**src/rtl/pacman_pkg.sv**
```systemverilog
// Shared encodings and grid geometry for the Pac-Man movement path
// (legal-move lookup, movement controller, sprite renderer).
package pacman_pkg;

    typedef enum logic [1:0] {
        DIR_L = 2'b00,
        DIR_R = 2'b01,
        DIR_U = 2'b10,
        DIR_D = 2'b11
    } dir_t;

    typedef enum logic {
        ST_STOP = 1'b0,
        ST_MOVE = 1'b1
    } mv_state_t;

    localparam int PM_CELL      = 60;
    localparam int PM_STEP      = 2;
    localparam int PM_ORIGIN_X  = 150;
    localparam int PM_ORIGIN_Y  = 34;
    localparam int PM_GRID      = 8;
    localparam int PM_START_COL = 0;
    localparam int PM_START_ROW = 0;
    localparam int POS_W        = 10;
    localparam int IDX_W        = 3;

    function automatic dir_t opposite(input dir_t d);
        dir_t r;
        case (d)
            DIR_L:   r = DIR_R;
            DIR_R:   r = DIR_L;
            DIR_U:   r = DIR_D;
            DIR_D:   r = DIR_U;
            default: r = DIR_R;
        endcase
        return r;
    endfunction

endpackage

```
**src/rtl/pacman_axis_stepper.sv**
```systemverilog
// One axis of sprite motion: pixel position, sub-cell offset and cell index,
// advanced by STEP pixels whenever step_en_i is high.
module pacman_axis_stepper
    import pacman_pkg::*;
#(
    parameter int CELL_P   = PM_CELL,
    parameter int STEP_P   = PM_STEP,
    parameter int ORIGIN_P = 0,
    parameter int GRID_P   = PM_GRID,
    parameter int START_P  = 0
) (
    input  logic             clk,
    input  logic             rst,
    input  logic             step_en_i,
    input  logic             step_neg_i,
    output logic [POS_W-1:0] pos_o,
    output logic [IDX_W-1:0] idx_o,
    output logic             aligned_o,
    output logic             aligned_next_o,
    output logic             at_lo_o,
    output logic             at_hi_o
);

    localparam int OFF_W = $clog2(CELL_P);
    localparam logic [POS_W-1:0] POS_RST  = POS_W'(ORIGIN_P + CELL_P * START_P);
    localparam logic [POS_W-1:0] POS_STEP = POS_W'(STEP_P);
    localparam logic [OFF_W-1:0] OFF_STEP = OFF_W'(STEP_P);
    localparam logic [OFF_W-1:0] OFF_LAST = OFF_W'(CELL_P - STEP_P);
    localparam logic [OFF_W-1:0] OFF_ZERO = OFF_W'(0);
    localparam logic [IDX_W-1:0] IDX_RST  = IDX_W'(START_P);
    localparam logic [IDX_W-1:0] IDX_MAX  = IDX_W'(GRID_P - 1);
    localparam logic [IDX_W-1:0] IDX_ZERO = IDX_W'(0);
    localparam logic [IDX_W-1:0] IDX_ONE  = IDX_W'(1);

    logic [POS_W-1:0] pos_q, pos_d;
    logic [OFF_W-1:0] off_q, off_d;
    logic [IDX_W-1:0] idx_q, idx_d;

    // Next position/offset/index; a leftward step from an aligned spot
    // lands in the previous cell, index saturates at the grid edges.
    always_comb begin
        pos_d = pos_q;
        off_d = off_q;
        idx_d = idx_q;
        if (step_en_i) begin
            if (step_neg_i) begin
                pos_d = pos_q - POS_STEP;
                if (off_q == OFF_ZERO) begin
                    off_d = OFF_LAST;
                    idx_d = (idx_q != IDX_ZERO) ? (idx_q - IDX_ONE) : idx_q;
                end else begin
                    off_d = off_q - OFF_STEP;
                end
            end else begin
                pos_d = pos_q + POS_STEP;
                if (off_q == OFF_LAST) begin
                    off_d = OFF_ZERO;
                    idx_d = (idx_q != IDX_MAX) ? (idx_q + IDX_ONE) : idx_q;
                end else begin
                    off_d = off_q + OFF_STEP;
                end
            end
        end else begin
            pos_d = pos_q;
        end
    end

    // Axis state registers.
    always_ff @(posedge clk or posedge rst) begin
        if (rst) begin
            pos_q <= POS_RST;
            off_q <= OFF_ZERO;
            idx_q <= IDX_RST;
        end else begin
            pos_q <= pos_d;
            off_q <= off_d;
            idx_q <= idx_d;
        end
    end

    assign pos_o          = pos_q;
    assign idx_o          = idx_q;
    assign aligned_o      = (off_q == OFF_ZERO);
    assign aligned_next_o = (off_d == OFF_ZERO);
    assign at_lo_o        = (idx_q == IDX_ZERO);
    assign at_hi_o        = (idx_q == IDX_MAX);

endmodule

```
**src/rtl/pacman_move_ctrl.sv**
```systemverilog
// Pac-Man position/direction controller: buffers joystick requests, turns only
// at cell-aligned positions, reverses anywhere, and steps once per move_tick.
module pacman_move_ctrl
    import pacman_pkg::*;
#(
    parameter int CELL      = PM_CELL,
    parameter int STEP      = PM_STEP,
    parameter int ORIGIN_X  = PM_ORIGIN_X,
    parameter int ORIGIN_Y  = PM_ORIGIN_Y,
    parameter int GRID      = PM_GRID,
    parameter int START_COL = PM_START_COL,
    parameter int START_ROW = PM_START_ROW
) (
    input  logic             clk,
    input  logic             rst,
    input  logic             move_tick,
    input  logic             btn_l,
    input  logic             btn_r,
    input  logic             btn_u,
    input  logic             btn_d,
    input  logic             leg_l,
    input  logic             leg_r,
    input  logic             leg_u,
    input  logic             leg_d,
    output logic [POS_W-1:0] xpos,
    output logic [POS_W-1:0] ypos,
    output logic [IDX_W-1:0] cell_x,
    output logic [IDX_W-1:0] cell_y,
    output logic [1:0]       dir,
    output logic             moving,
    output logic             cell_entered
);

    mv_state_t state_q, state_d;
    dir_t      dir_q, dir_d;
    dir_t      req_q, req_d;
    logic      req_valid_q, req_valid_d;
    logic      moving_q;
    logic      cell_entered_q;

    dir_t       btn_dir_s, eff_req_s;
    logic       btn_any_s, eff_valid_s;
    logic       step_s, take_req_s;
    logic [3:0] legal_s;
    logic       x_aligned_s, y_aligned_s, x_next_al_s, y_next_al_s;
    logic       x_lo_s, x_hi_s, y_lo_s, y_hi_s;

    assign btn_any_s   = btn_l | btn_r | btn_u | btn_d;
    assign eff_valid_s = btn_any_s | req_valid_q;
    assign eff_req_s   = btn_any_s ? btn_dir_s : req_q;

    // Highest-priority pressed button (L > R > U > D).
    always_comb begin
        if (btn_l) begin
            btn_dir_s = DIR_L;
        end else if (btn_r) begin
            btn_dir_s = DIR_R;
        end else if (btn_u) begin
            btn_dir_s = DIR_U;
        end else begin
            btn_dir_s = DIR_D;
        end
    end

    // Legality per direction, with the grid edge overriding the lookup.
    always_comb begin
        legal_s = 4'b0000;
        legal_s[DIR_L] = leg_l & ~x_lo_s;
        legal_s[DIR_R] = leg_r & ~x_hi_s;
        legal_s[DIR_U] = leg_u & ~y_lo_s;
        legal_s[DIR_D] = leg_d & ~y_hi_s;
    end

    // Tick decision: start, turn, continue, reverse or stop.
    always_comb begin
        state_d    = state_q;
        dir_d      = dir_q;
        step_s     = 1'b0;
        take_req_s = 1'b0;
        if (move_tick) begin
            case (state_q)
                ST_STOP: begin
                    if (eff_valid_s && legal_s[eff_req_s]) begin
                        dir_d      = eff_req_s;
                        state_d    = ST_MOVE;
                        step_s     = 1'b1;
                        take_req_s = 1'b1;
                    end else begin
                        state_d = ST_STOP;
                    end
                end
                ST_MOVE: begin
                    if (x_aligned_s && y_aligned_s) begin
                        if (eff_valid_s && legal_s[eff_req_s]) begin
                            dir_d      = eff_req_s;
                            step_s     = 1'b1;
                            take_req_s = 1'b1;
                        end else if (legal_s[dir_q]) begin
                            step_s = 1'b1;
                        end else begin
                            state_d = ST_STOP;
                        end
                    end else begin
                        // Mid-cell: only a reversal is honoured; perpendicular
                        // requests wait in the buffer for the next alignment.
                        if (eff_valid_s && (eff_req_s == opposite(dir_q))) begin
                            dir_d      = eff_req_s;
                            take_req_s = 1'b1;
                        end else begin
                            dir_d = dir_q;
                        end
                        step_s = 1'b1;
                    end
                end
                default: begin
                    state_d = ST_STOP;
                end
            endcase
        end else begin
            state_d = state_q;
        end
    end

    // Request buffer next state.
    always_comb begin
        req_d       = req_q;
        req_valid_d = req_valid_q;
        if (take_req_s) begin
            req_valid_d = 1'b0;
        end else if (btn_any_s) begin
            req_valid_d = 1'b1;
        end else begin
            req_valid_d = req_valid_q;
        end
        if (btn_any_s) begin
            req_d = btn_dir_s;
        end else begin
            req_d = req_q;
        end
    end

    // Movement FSM with registered outputs.
    always_ff @(posedge clk or posedge rst) begin
        if (rst) begin
            state_q        <= ST_STOP;
            dir_q          <= DIR_R;
            req_q          <= DIR_R;
            req_valid_q    <= 1'b0;
            moving_q       <= 1'b0;
            cell_entered_q <= 1'b0;
        end else begin
            state_q        <= state_d;
            dir_q          <= dir_d;
            req_q          <= req_d;
            req_valid_q    <= req_valid_d;
            moving_q       <= (state_d == ST_MOVE);
            cell_entered_q <= step_s & x_next_al_s & y_next_al_s;
        end
    end

    pacman_axis_stepper #(
        .CELL_P   (CELL),
        .STEP_P   (STEP),
        .ORIGIN_P (ORIGIN_X),
        .GRID_P   (GRID),
        .START_P  (START_COL)
    ) u_x (
        .clk            (clk),
        .rst            (rst),
        .step_en_i      (step_s & ~dir_d[1]),
        .step_neg_i     (~dir_d[0]),
        .pos_o          (xpos),
        .idx_o          (cell_x),
        .aligned_o      (x_aligned_s),
        .aligned_next_o (x_next_al_s),
        .at_lo_o        (x_lo_s),
        .at_hi_o        (x_hi_s)
    );

    pacman_axis_stepper #(
        .CELL_P   (CELL),
        .STEP_P   (STEP),
        .ORIGIN_P (ORIGIN_Y),
        .GRID_P   (GRID),
        .START_P  (START_ROW)
    ) u_y (
        .clk            (clk),
        .rst            (rst),
        .step_en_i      (step_s & dir_d[1]),
        .step_neg_i     (~dir_d[0]),
        .pos_o          (ypos),
        .idx_o          (cell_y),
        .aligned_o      (y_aligned_s),
        .aligned_next_o (y_next_al_s),
        .at_lo_o        (y_lo_s),
        .at_hi_o        (y_hi_s)
    );

    assign dir          = dir_q;
    assign moving       = moving_q;
    assign cell_entered = cell_entered_q;

endmodule
```
**config.mk**
```make
export PLATFORM = sky130hd
export DESIGN_NAME = pacman_move_ctrl
export DESIGN_NICKNAME = d
export VERILOG_FILES = /design/src/rtl/pacman_pkg.sv /design/src/rtl/pacman_axis_stepper.sv /design/src/rtl/pacman_move_ctrl.sv
export SDC_FILE = /design/constraint.sdc
export NUM_CORES = 1
export LEC_CHECK = 0
export CORE_UTILIZATION = 56
export DETAILED_ROUTE_END_ITERATION = 16
export GPL_ROUTABILITY_DRIVEN = 0
export PLACE_DENSITY = 0.83
export SKIP_LAST_GASP = 1
export SLEW_MARGIN = 20
export SYNTH_ARGS = -nofsm -noshare
export SYNTH_HDL_FRONTEND = slang
export SYNTH_SLANG_ARGS = --single-unit
```
**constraint.sdc**
```tcl
create_clock -name clk -period 5.37 [get_ports clk]
set_clock_uncertainty 0.1 [all_clocks]
set_input_delay 0.537 -clock clk [delete_from_list [all_inputs] [get_ports clk]]
set_output_delay 0.537 -clock clk [all_outputs]
set_load 0.02 [all_outputs]
```
==> implementation parameters, run 1 <==
Parameter                              Value

Drt
  Post-detailed-route wirelength per cell    15.54 µm
  Ratio of routed vias to standard cells    6.032
  Overall via count from detail_route    2678
  Post-route antenna net violation count    0
  Drc violations    0
  Violation count after the first detailed-route iteration    183
  1st-pass router iterations    4
  Post-Route WL    6901 µm

Final layout
  Share of cells above drive strength 1    11.50%
  Highest-count cells in the layout ignoring fill and taps    38 x sky130_fd_sc_hd__clkdlybuf4s50_1, 35 x sky130_fd_sc_hd__dfrtp_1, 32 x sky130_fd_sc_hd__inv_1
  Sequential cell area    1086 µm²
  Antenna cell count    0
  Area of the multi-input gates    1827 µm²
  Filler Cell Count    408
  Nets@finish    406
  Utilization after layout    69.95%
  Final std cell area, no fill    3641 µm²
  Final cell count without fillers    444
  Commonest non-fill, non-tap cell in the layout    sky130_fd_sc_hd__clkdlybuf4s50_1
  Area Overhead vs Synth    17.39%

Worst hold path
  Number of cells on the worst hold path    0
  Startpoint of the tightest hold check path    u_y.off_q[0]
  Hold EP    u_y.off_q[0]
  Path category of the worst min-delay check    reg -> reg

Setup path
  Worst reg-to-reg setup slack    0.94 ns
  Crit Path Class    in -> reg
  Critical path required time    5.49 ns
  Element type at the critical path end    register
  Ordered list of cells on the worst path    clkdlybuf4s50_1 -> or2_1 -> o21ai_2 -> inv_2 -> a221oi_2 -> o311ai_1 -> mux2_4 -> inv_1 -> ha_1 -> nor2b_1 -> o21ai_0 -> a21oi_1 -> o21ai_0 -> a21oi_1 -> o21ai_0 -> a21oi_1 -> nor3_1 -> xor2_1
  Cell with the biggest individual delay on the critical path    sky130_fd_sc_hd__clkdlybuf4s50_1
  Largest fanout on the critical path    13
  Critical path launch point type    primary input
  Number of cells traversed by the worst register-to-register path    15
  Reg2reg end    u_x.pos_o[9]
  Reg-to-reg critical path startpoint    u_y.off_q[1]
  Data arrival time of the critical path    4.77 ns
  Delay of the slowest critical-path stage    0.46 ns

Logic synthesis
  Fraction of synthesized area in multiplexers    4.679%
  #FFs+latches synth    43
  Ys flop type    sky130_fd_sc_hd__dfrtp_1
  Dominant cells by area after synthesis    sky130_fd_sc_hd__dfrtp_1 28%, sky130_fd_sc_hd__ha_1 7.3%, sky130_fd_sc_hd__dfstp_2 6.8%
  Proportion of synthesized flip-flops having asynchronous set or reset    100.0%
  Number of instances in the synthesized netlist    334
  Fraction of post-synthesis cell area in the top cell type by area    28.24%
  Post-synthesis cell area    3102 µm²
  Mean instance size in the synthesized netlist    9.287 µm²
  Sequential-to-total area share from yosys stat    35.01%
  Synthesized-area fraction occupied by and/or/nand/nor cells    17.14%
  Warnings, synthesis    0
  Unique cell type count in the Yosys netlist    67
  Biggest area consumer among synthesized cells    sky130_fd_sc_hd__dfrtp_1
  Area fraction in compound gates after synthesis    19.65%
  Synthesized-area fraction occupied by xor and xnor cells    7.342%
  Adder-Cell Fraction of Synth Area    9.843%
  Dominant combinational cell family by area after synthesis    compound AO/OA/AOI/OAI gates
  Count of flip-flops with a built-in enable after synthesis    0

Die
  FP Rows    26
  Die Height    76.43 µm
  Number of ports placed on the die boundary    41
  Die Span X    76.43 µm
  Die outline area    5841 µm²
  Core Area    5205 µm²
  Initial standard-cell utilization of the core    59.59%

Job
  Max-cap violations    0

STA
  Final-layout setup total negative slack    0 ns
  Setup repair after global routing missed its margin    no
  Post-route worst setup slack    0.7189 ns
  Slew at the pin with the worst max-slew slack    0.9737 ns
  Minimum clock period    4.651 ns
  Final-report hold violation count    0
  Max Clock Freq    0.2150 GHz
  Final setup viols    0
  Post-route worst hold slack    0.3389 ns
  Number of max-slew violations in the final report    0
  Final period util    86.61%
  Slew Limit Headroom    34.65%

Power
  Maximum ir drop on the vdd rail    0.4567 mV
  Power per cell area    689.0 nW/µm²
  Leakage Power    1.596 nW
  Overall power consumption    2.509 mW
  Switching power as a share of total power    45.67%
  Clock share of power    8.6%
  Share of total power in sequential cells    25.6%
  Internal power of the cells    1.363 mW
  Combinational Power Share    65.8%
  Net switching component of the power    1.146 mW

Placed design
  Placed cell areas    3550 µm²
  Port Buffers    38
  Worst slack at placement    0.4788 ns
  DPL Wire Length    5042 µm
  Number of cells in the design after placement    436

Global route
  GRT Resource Usage Total    24.91%
  Wire length of the first global-routing pass    11760 µm
  Antenna violations before repair    0
  Largest net degree at the start of global routing    44
  Overflow left after global routing    0
  Via count of the first global-routing pass    2611

Clock network
  Clk sink count    43
  Count of buffers added by post-CTS timing repair for setup    0
  Number of levels in the clock H-tree    2
  Root buffer selected by CTS    sky130_fd_sc_hd__clkbuf_8
  Hold buffers post-CTS    0
  Cells resized by post-CTS repair    0
  Clock tree from TritonCTS    built
  Register clock-pin slew on the reported worst setup and hold paths    0.09 ns
  Max Buffers Root-to-Sink    2
  Clock buffers created by TritonCTS    5
  Later-pin clock latency in the skew report    0.30 ns

Run status
  Run status    complete, no violations
layout make-up:
type | instances | area share, %
inverters | 33 | 3.402
repair buffers | 44 | 11.68
flip-flops and latches | 43 | 29.83
clock inverters | 1 | 0.1375
clock buffers | 7 | 2.371
multi-input cells | 246 | 50.17
well taps | 70 | 2.405
kinds of logic (layout without fill, tap and decap cells):
kind of cell / after synthesis / in the layout
buffers and inverters: 46 / 85
adder cells (fa/ha/maj): 22 / 22
flip-flops: 43 / 43
multiplexers: 13 / 13
AND/OR/NAND/NOR: 97 / 97
other: 1 / 2
XOR/XNOR: 26 / 26
AO/OA/AOI/OAI: 86 / 86
registers in the layout (all words and copies together) (netlist names), 2 cells and up:
name and count:
u_x.pos_o 9, u_y.pos_o 9, u_x.off_q 6, u_y.off_q 6, u_x.idx_o 3, u_y.idx_o 3, dir 2, req_q 2
cells in the mapped netlist, types with 7 or more instances:
| library cell | instances |
|---|---|
| sky130_fd_sc_hd__a21oi_1 | 16 |
| sky130_fd_sc_hd__o21ai_0 | 19 |
| sky130_fd_sc_hd__inv_1 | 32 |
| sky130_fd_sc_hd__xnor2_1 | 19 |
| sky130_fd_sc_hd__nor3_1 | 7 |
| sky130_fd_sc_hd__nor2_1 | 18 |
| sky130_fd_sc_hd__nand3_1 | 8 |
| sky130_fd_sc_hd__nand2_1 | 21 |
| sky130_fd_sc_hd__xor2_1 | 7 |
| sky130_fd_sc_hd__dfstp_2 | 8 |
| sky130_fd_sc_hd__dfrtp_1 | 35 |
| sky130_fd_sc_hd__ha_1 | 18 |
| sky130_fd_sc_hd__mux2_2 | 7 |
| sky130_fd_sc_hd__and3_1 | 7 |
worst max path at each step:
stage / startpoint / to / slack, ns / cells past startpoint
after floorplan: u_y.off_q[3] / u_x.pos_o[9] / 1.22 / 17
after global placement: btn_d / u_x.pos_o[9] / 0.72 / 18
after detailed placement: btn_r / u_x.pos_o[9] / 0.48 / 17
after CTS: btn_r / u_x.pos_o[9] / 0.77 / 17
after global routing: btn_r / u_x.pos_o[9] / 0.33 / 17
final: btn_d / u_x.pos_o[9] / 0.72 / 18
metal layers:
metal / vias up / part of all wire (%) / track usage (%)
met1: 1298 / 44 / 31.56
met4: 0 / 1.6 / 9.423
met5: - / 0 / 0
met2: 96 / 49 / 42.25
li1: 1272 / - / -
met3: 12 / 6.2 / 4.431
power by group through the flow:
stage	sequential (mW)	clock [mW]	combinational [mW]
floorplan	0.714	0	1.10
global placement	0.641	0	1.56
detailed placement	0.645	0	1.62
CTS	0.641	0.219	1.64
global route	0.668	0.237	1.81
finish	0.642	0.216	1.65
critical path: cells and delay by family:
family,cells,cell delay (ns)
buffers and inverters,3,0.91
AND/OR/NAND/NOR,3,0.63
AO/OA/AOI/OAI,9,1.81
adder cells (fa/ha/maj),1,0.36
XOR/XNOR,1,0.16
multiplexers,1,0.34
No activity file was read; power rests on OpenSTA's default activity.
==> inputs of run 2 (changes only) <==
--- a/config.mk
+++ b/config.mk
@@ -5,12 +5,12 @@
 export SDC_FILE = /design/constraint.sdc
 export NUM_CORES = 1
 export LEC_CHECK = 0
+export CORE_MARGIN = 2
 export CORE_UTILIZATION = 56
 export DETAILED_ROUTE_END_ITERATION = 16
 export GPL_ROUTABILITY_DRIVEN = 0
-export PLACE_DENSITY = 0.83
+export PLACE_DENSITY = 0.86
 export SKIP_LAST_GASP = 1
-export SLEW_MARGIN = 20
 export SYNTH_ARGS = -nofsm -noshare
 export SYNTH_HDL_FRONTEND = slang
 export SYNTH_SLANG_ARGS = --single-unit
==> run 2 against run 1 <==
Power rose by 2.4%. Worst hold slack got worse by 0.0092 ns. Die area rose by 5.3%. Critical path depth fell by 1. Register-to-register slack got worse by 0.15 ns. Via count fell by 3.9%. Combinational power barely moved. Wire length fell by 3.4%. Fmax fell by 1.7%. Utilization fell by 2.1 points. Design area rose by 1.3%. Critical path type unchanged. Largest power group unchanged.
==> implementation parameters, run 2 (synthesized netlist as in run 1, its figures left out) <==
Parameter                              Value

Run status
  Run status    complete, no violations

Placed design
  Port Buffers    38 (unchanged)
  DPL Wire Length    4940 µm (-2.0%)
  Placed cell areas    3552 µm² (about the same)
  Worst slack at placement    0.3834 ns (-0.09543 ns)

STA
  Final setup viols    0 (unchanged)
  Slew Limit Headroom    49.57% (+15 points)
  Setup repair after global routing missed its margin    no
  Final period util    88.14% (+1.5 points)
  Final-report hold violation count    0 (unchanged)
  Number of max-slew violations in the final report    0 (unchanged)
  Slew at the pin with the worst max-slew slack    0.7514 ns (-0.2224 ns)
  Minimum clock period    4.733 ns (+0.08179 ns)
  Post-route worst setup slack    0.6371 ns (-0.08179 ns)
  Max Clock Freq    0.2113 GHz (-1.7%)
  Final-layout setup total negative slack    0 ns (unchanged)

Setup path
  Worst setup path end    u_x.pos_o[9]
  Source of the critical timing path    btn_r
  Crit Path Class    in -> reg
  Reg-to-reg critical path startpoint    u_y.off_q[1]
  Largest fanout on the critical path    16 (+3)
  Number of cells traversed by the worst register-to-register path    15 (unchanged)
  Worst reg-to-reg setup slack    0.79 ns (-0.15 ns)
  Critical path required time    5.49 ns (about the same)
  Element type at the critical path end    register
  Data arrival time of the critical path    4.86 ns (+0.09 ns)
  Reg2reg end    u_x.pos_o[9]
  Critical path launch point type    primary input

Clock network
  Clock tree from TritonCTS    built
  Max Buffers Root-to-Sink    2 (unchanged)
  Later-pin clock latency in the skew report    0.30 ns (about the same)
  Cells resized by post-CTS repair    0 (unchanged)
  Count of buffers added by post-CTS timing repair for setup    0 (unchanged)
  Number of levels in the clock H-tree    2 (unchanged)
  Hold buffers post-CTS    0 (unchanged)
  Root buffer selected by CTS    sky130_fd_sc_hd__clkbuf_8
  Register clock-pin slew on the reported worst setup and hold paths    0.08 ns (about the same)
  Clock buffers created by TritonCTS    5 (unchanged)
  Clk sink count    43 (unchanged)

Drt
  Overall via count from detail_route    2573 (-3.9%)
  Drc violations    0 (unchanged)
  Post-detailed-route wirelength per cell    14.94 µm (-3.9%)
  Ratio of routed vias to standard cells    5.769 (-4.4%)
  Post-Route WL    6664 µm (-3.4%)
  Post-route antenna net violation count    0 (unchanged)
  Violation count after the first detailed-route iteration    182 (-0.55%)
  1st-pass router iterations    4 (unchanged)

Die
  Die Span X    78.43 µm (+2.6%)
  Number of ports placed on the die boundary    41 (unchanged)
  Die outline area    6150 µm² (+5.3%)
  FP Rows    27 (+3.8%)
  Core Area    5439 µm² (+4.5%)
  Die Height    78.43 µm (+2.6%)
  Initial standard-cell utilization of the core    57.03% (-2.6 points)

Global route
  Overflow left after global routing    0 (unchanged)
  Wire length of the first global-routing pass    11850 µm (+0.77%)
  Largest net degree at the start of global routing    44 (unchanged)
  Antenna violations before repair    0 (unchanged)
  GRT Resource Usage Total    23.96% (-0.95 points)
  Via count of the first global-routing pass    2628 (+0.65%)

Worst hold path
  Startpoint of the tightest hold check path    u_x.off_q[0]
  Path category of the worst min-delay check    reg -> reg

Final layout
  Antenna cell count    0 (unchanged)
  Nets@finish    406 (unchanged)
  Area Overhead vs Synth    18.92%
  Share of cells above drive strength 1    11.76% (+0.27 points)
  Final std cell area, no fill    3689 µm² (+1.3%)
  Commonest non-fill, non-tap cell in the layout    sky130_fd_sc_hd__clkdlybuf4s50_1
  Highest-count cells in the layout ignoring fill and taps    38 x sky130_fd_sc_hd__clkdlybuf4s50_1, 35 x sky130_fd_sc_hd__dfrtp_1, 32 x sky130_fd_sc_hd__inv_1

Power
  Maximum ir drop on the vdd rail    0.5071 mV (+11%)
  Leakage Power    1.612 nW (+1.0%)
  Power per cell area    696.8 nW/µm² (+1.1%)

Job
  Max-cap violations    0 (unchanged)
## run 2: changes by cell type in the layout (fill, tap and decap cells not counted)
cell	delta
sky130_fd_sc_hd__clkbuf_8	-1
sky130_fd_sc_hd__bufinv_16	+2
sky130_fd_sc_hd__clkinv_2	-1
sky130_fd_sc_hd__clkinvlp_4	+1
sky130_fd_sc_hd__clkbuf_1	-1
## run 2: per-layer routing
| metal | track usage, % | share of wire, % | vias up |
|---|---|---|---|
| met5 | 0 | 0 | - |
| met4 | 10.53 | 2.0 | 0 |
| met3 | 4.483 | 4.2 | 10 |
| met2 | 40.09 | 49 | 64 |
| met1 | 30.38 | 45 | 1226 |
| li1 | - | - | 1273 |
## run 2: power breakdown
part           switching, mW  total, mW  internal (mW)
sequential             0.169      0.649          0.479
clock                  0.116      0.301          0.185
combinational          0.847       1.62          0.773
total                   1.13       2.57           1.44
## run 2: per-stage QoR
stage / util, % / instances / total power [mW] / hold slack, ns
3_3_place_gp: 65.31 / 438 / 2.190 / 0.3069
3_5_place_dp: 65.31 / 438 / 2.262 / 0.3149
6_report: 67.82 / 446 / 2.570 / 0.3297
4_1_cts: 67.82 / 446 / 2.575 / 0.3343
2_1_floorplan: - / 335 / 1.817 / 0.3579
5_1_grt: 67.82 / 446 / 2.809 / 0.3629
## run 2: layout make-up
| cell class | instances | area [µm²] |
|---|---|---|
| multi-input cells | 246 | 1827 |
| fillers | 418 | 1750 |
| flip-flops and latches | 43 | 1086 |
| repair buffers | 44 | 425.4 |
| inverters | 33 | 123.9 |
| well taps | 72 | 90.09 |
| clock buffers | 5 | 68.82 |
| clock inverters | 3 | 67.56 |
## run 2: critical path: stages
cell                              delay, ns
sky130_fd_sc_hd__clkdlybuf4s50_1       0.59
sky130_fd_sc_hd__nor3_1                0.12
sky130_fd_sc_hd__o311ai_1              0.46
sky130_fd_sc_hd__a221oi_2              0.17
sky130_fd_sc_hd__o311ai_1              0.40
sky130_fd_sc_hd__mux2_4                0.34
sky130_fd_sc_hd__inv_1                 0.43
sky130_fd_sc_hd__ha_1                  0.37
sky130_fd_sc_hd__nor2b_1               0.14
sky130_fd_sc_hd__o21ai_0               0.19
sky130_fd_sc_hd__a21oi_1               0.12
sky130_fd_sc_hd__o21ai_0               0.21
sky130_fd_sc_hd__a21oi_1               0.12
sky130_fd_sc_hd__o21ai_0               0.20
sky130_fd_sc_hd__a21oi_1               0.09
sky130_fd_sc_hd__nor3_1                0.18
sky130_fd_sc_hd__xor2_1                0.17
## run 2: worst min-delay path by stage
| stage | end | slack (ns) | cells past startpoint |
|---|---|---|---|
| after floorplan | u_y.off_q[0] | 0.36 | 1 |
| after global placement | u_x.off_q[0] | 0.31 | 0 |
| after detailed placement | u_y.off_q[0] | 0.31 | 0 |
| after CTS | u_x.off_q[0] | 0.33 | 0 |
| after global routing | u_x.off_q[0] | 0.36 | 0 |
| final | u_x.off_q[0] | 0.33 | 0 |
==> inputs of run 3 (changes only) <==
--- a/config.mk
+++ b/config.mk
@@ -6,10 +6,10 @@
 export NUM_CORES = 1
 export LEC_CHECK = 0
 export CORE_MARGIN = 2
-export CORE_UTILIZATION = 56
+export CORE_UTILIZATION = 45
 export DETAILED_ROUTE_END_ITERATION = 16
 export GPL_ROUTABILITY_DRIVEN = 0
-export PLACE_DENSITY = 0.86
+export PLACE_DENSITY = 0.72
 export SKIP_LAST_GASP = 1
 export SYNTH_ARGS = -nofsm -noshare
 export SYNTH_HDL_FRONTEND = slang
==> run 3 against run 2 <==
Cell count grew 1.6%. Sequential share of layout area increased by 0.13 points. Global-route usage is 4.9 points lower. Register-to-register slack better by 0.08 ns. Via count is 0.27% lower. Fmax is 0.88% higher. Worst hold slack improved by 0.016 ns. Clock-buffer cell count up 1. Utilization is 13 points lower. Flip-flop and latch count stayed put. Critical path type unchanged. Largest cell class unchanged. Largest power group unchanged.
==> implementation parameters, run 3 (synthesized netlist as in run 1, its figures left out) <==
Parameter                              Value

Run status
  Run status    complete, no violations

Clock network
  Max Buffers Root-to-Sink    2 (unchanged)
  Clk sink count    43 (unchanged)
  Clock buffers created by TritonCTS    5 (unchanged)
  Later-pin clock latency in the skew report    0.30 ns (about the same)
  Root buffer selected by CTS    sky130_fd_sc_hd__clkbuf_8
  Count of buffers added by post-CTS timing repair for setup    0 (unchanged)
  Cells resized by post-CTS repair    0 (unchanged)
  Clock tree from TritonCTS    built
  Number of levels in the clock H-tree    2 (unchanged)
  Hold buffers post-CTS    0 (unchanged)
  Register clock-pin slew on the reported worst setup and hold paths    0.09 ns (about the same)

Setup path
  Element type at the critical path end    register
  Number of buffers and inverters on the critical path    2 (unchanged)
  Critical path launch point type    primary input
  Crit Path Class    in -> reg
  Ordered list of cells on the worst path    clkdlybuf4s50_1 -> nor3_1 -> o31ai_1 -> a221oi_2 -> o311ai_1 -> mux2_4 -> inv_1 -> ha_1 -> nor2b_1 -> o21ai_0 -> a21oi_1 -> o21ai_0 -> a21oi_1 -> o21ai_0 -> a21oi_1 -> nor3_1 -> xor2_1
  Largest fanout on the critical path    15 (-1)
  Critical path required time    5.50 ns (about the same)
  Data arrival time of the critical path    4.82 ns (-0.04 ns)
  Largest delay share family, worst path    compound AO/OA/AOI/OAI gates
  Delay of the slowest critical-path stage    0.52 ns (-0.07 ns)
  Cell with the biggest individual delay on the critical path    sky130_fd_sc_hd__clkdlybuf4s50_1

Power
  Switching power as a share of total power    44.56% (+0.49 points)
  Internal power of the cells    1.396 mW (-2.9%)
  Clock share of power    10.7% (-1.0 points)
  Maximum ir drop on the vdd rail    0.4728 mV (-6.8%)
  Share of total power in sequential cells    25.7% (+0.5 points)
  Net switching component of the power    1.122 mW (-0.92%)
  Power per cell area    685.8 nW/µm² (-1.6%)
  Overall power consumption    2.518 mW (-2.0%)
  Leakage Power    1.600 nW (-0.71%)
  Combinational Power Share    63.6% (+0.6 points)

Final layout
  Utilization after layout    54.66% (-13 points)
  Antenna cell count    0 (unchanged)
  Nets@finish    405 (-0.25%)
  Highest-count cells in the layout ignoring fill and taps    38 x sky130_fd_sc_hd__clkdlybuf4s50_1, 35 x sky130_fd_sc_hd__dfrtp_1, 31 x sky130_fd_sc_hd__inv_1
  Final std cell area, no fill    3672 µm² (-0.44%)
  Area Overhead vs Synth    18.39%
  Commonest non-fill, non-tap cell in the layout    sky130_fd_sc_hd__clkdlybuf4s50_1
  Share of cells above drive strength 1    11.53% (-0.24 points)
  Final cell count without fillers    453 (+1.6%)

Die
  FP Rows    30 (+11%)
  Die outline area    7572 µm² (+23%)
  Die Height    87.02 µm (+11%)
  Core Area    6719 µm² (+24%)
  Number of ports placed on the die boundary    41 (unchanged)
  Initial standard-cell utilization of the core    46.16% (-11 points)
  Die Span X    87.02 µm (+11%)

Global route
  Wire length of the first global-routing pass    11600 µm (-2.1%)
  Overflow left after global routing    0 (unchanged)
  Antenna violations before repair    0 (unchanged)
  Via count of the first global-routing pass    2611 (-0.65%)
  Largest net degree at the start of global routing    44 (unchanged)
  GRT Resource Usage Total    19.01% (-4.9 points)

Placed design
  Port Buffers    38 (unchanged)
  Number of cells in the design after placement    445 (+1.6%)
  DPL Wire Length    4860 µm (-1.6%)
  Placed cell areas    3555 µm² (about the same)

Drt
  Overall via count from detail_route    2566 (-0.27%)
  Ratio of routed vias to standard cells    5.664 (-1.8%)
  Post-detailed-route wirelength per cell    14.91 µm (-0.23%)
  Post-route antenna net violation count    0 (unchanged)
  Drc violations    0 (unchanged)
  1st-pass router iterations    4 (unchanged)
  Violation count after the first detailed-route iteration    210 (+15%)
  Post-Route WL    6753 µm (+1.3%)

STA
  Minimum clock period    4.691 ns (-0.04139 ns)
  Max Clock Freq    0.2132 GHz (+0.88%)
  Final-report hold violation count    0 (unchanged)
  Slew at the pin with the worst max-slew slack    0.5472 ns (-0.2042 ns)
  Slew Limit Headroom    63.12% (+14 points)
  Final setup viols    0 (unchanged)
  Number of max-slew violations in the final report    0 (unchanged)
  Setup repair after global routing missed its margin    no
  Final-layout setup total negative slack    0 ns (unchanged)
  Final period util    87.36% (-0.77 points)

Worst hold path
  Path category of the worst min-delay check    reg -> reg

Job
  Max-cap violations    0 (unchanged)
-- run 3: cell count changes in the layout (fill, tap and decap cells not counted) --
| cell | before | now |
|---|---|---|
| sky130_fd_sc_hd__buf_4 | 6 | 5 |
| sky130_fd_sc_hd__bufinv_16 | 2 | 1 |
| sky130_fd_sc_hd__clkbuf_8 | 5 | 6 |
| sky130_fd_sc_hd__clkinv_1 | 0 | 1 |
| sky130_fd_sc_hd__clkinv_2 | 0 | 1 |
| sky130_fd_sc_hd__clkinvlp_4 | 1 | 0 |
| sky130_fd_sc_hd__inv_1 | 32 | 31 |
-- run 3: worst reg2reg max path, cell delays in order (launching register included) --
cell	delay, ns
sky130_fd_sc_hd__dfrtp_1	0.46
sky130_fd_sc_hd__or4_4	0.57
sky130_fd_sc_hd__o41a_1	0.36
sky130_fd_sc_hd__o311ai_1	0.35
sky130_fd_sc_hd__mux2_4	0.34
sky130_fd_sc_hd__inv_1	0.39
sky130_fd_sc_hd__ha_1	0.37
sky130_fd_sc_hd__nor2b_1	0.14
sky130_fd_sc_hd__o21ai_0	0.21
sky130_fd_sc_hd__a21oi_1	0.13
sky130_fd_sc_hd__o21ai_0	0.24
sky130_fd_sc_hd__a21oi_1	0.13
sky130_fd_sc_hd__o21ai_0	0.21
sky130_fd_sc_hd__a21oi_1	0.10
sky130_fd_sc_hd__nor3_1	0.19
sky130_fd_sc_hd__xor2_1	0.16
-- run 3: layout make-up --
| type | count | area (µm²) |
|---|---|---|
| clock buffer | 6 | 82.58 |
| clock inverter | 2 | 35.03 |
| tap | 80 | 100.1 |
| fill | 618 | 3047 |
| sequential | 43 | 1086 |
| multi-input combinational | 246 | 1827 |
| timing repair buffer | 43 | 417.9 |
| inverter | 33 | 123.9 |
-- run 3: per-stage QoR --
step	worst slack, ns	hold slack [ns]
4_1_cts	0.6978	0.3450
5_1_grt	0.1750	0.3660
2_1_floorplan	1.221	0.3579
6_report	0.6785	0.3454
3_3_place_gp	0.5252	0.3257
3_5_place_dp	0.3921	0.3257
-- run 3: path summary, 6_finish.rpt --
check / cells past startpoint / startpoint / slack (ns) / end
hold reg to reg: 0 / u_y.off_q[0] / 0.35 / u_y.off_q[0]
setup / recovery: 17 / btn_r / 0.68 / u_x.pos_o[9]
setup reg to reg: 15 / u_x.off_q[3] / 0.87 / u_x.pos_o[9]
min in group asynchronous: 3 / rst / 0.57 / u_x.idx_o[1]
hold / removal: 0 / u_y.off_q[0] / 0.35 / u_y.off_q[0]
max in group asynchronous: 3 / rst / 4.22 / u_y.pos_o[5]
-- run 3: layer usage --
metal	global-route usage (%)	routed length [µm]	vias to the layer above
li1	-	-	1275
met1	24.21	3144	1222
met2	32.89	3268	59
met3	3.412	249	10
met4	5.540	90	0
met5	0	0	-
-- run 3: power groups by stage --
stage | combinational, mW | sequential [mW] | clock (mW)
floorplan | 1.10 | 0.714 | 0
detailed placement | 1.60 | 0.652 | 0
global placement | 1.56 | 0.649 | 0
global route | 1.80 | 0.673 | 0.284
finish | 1.60 | 0.648 | 0.269
CTS | 1.61 | 0.649 | 0.275
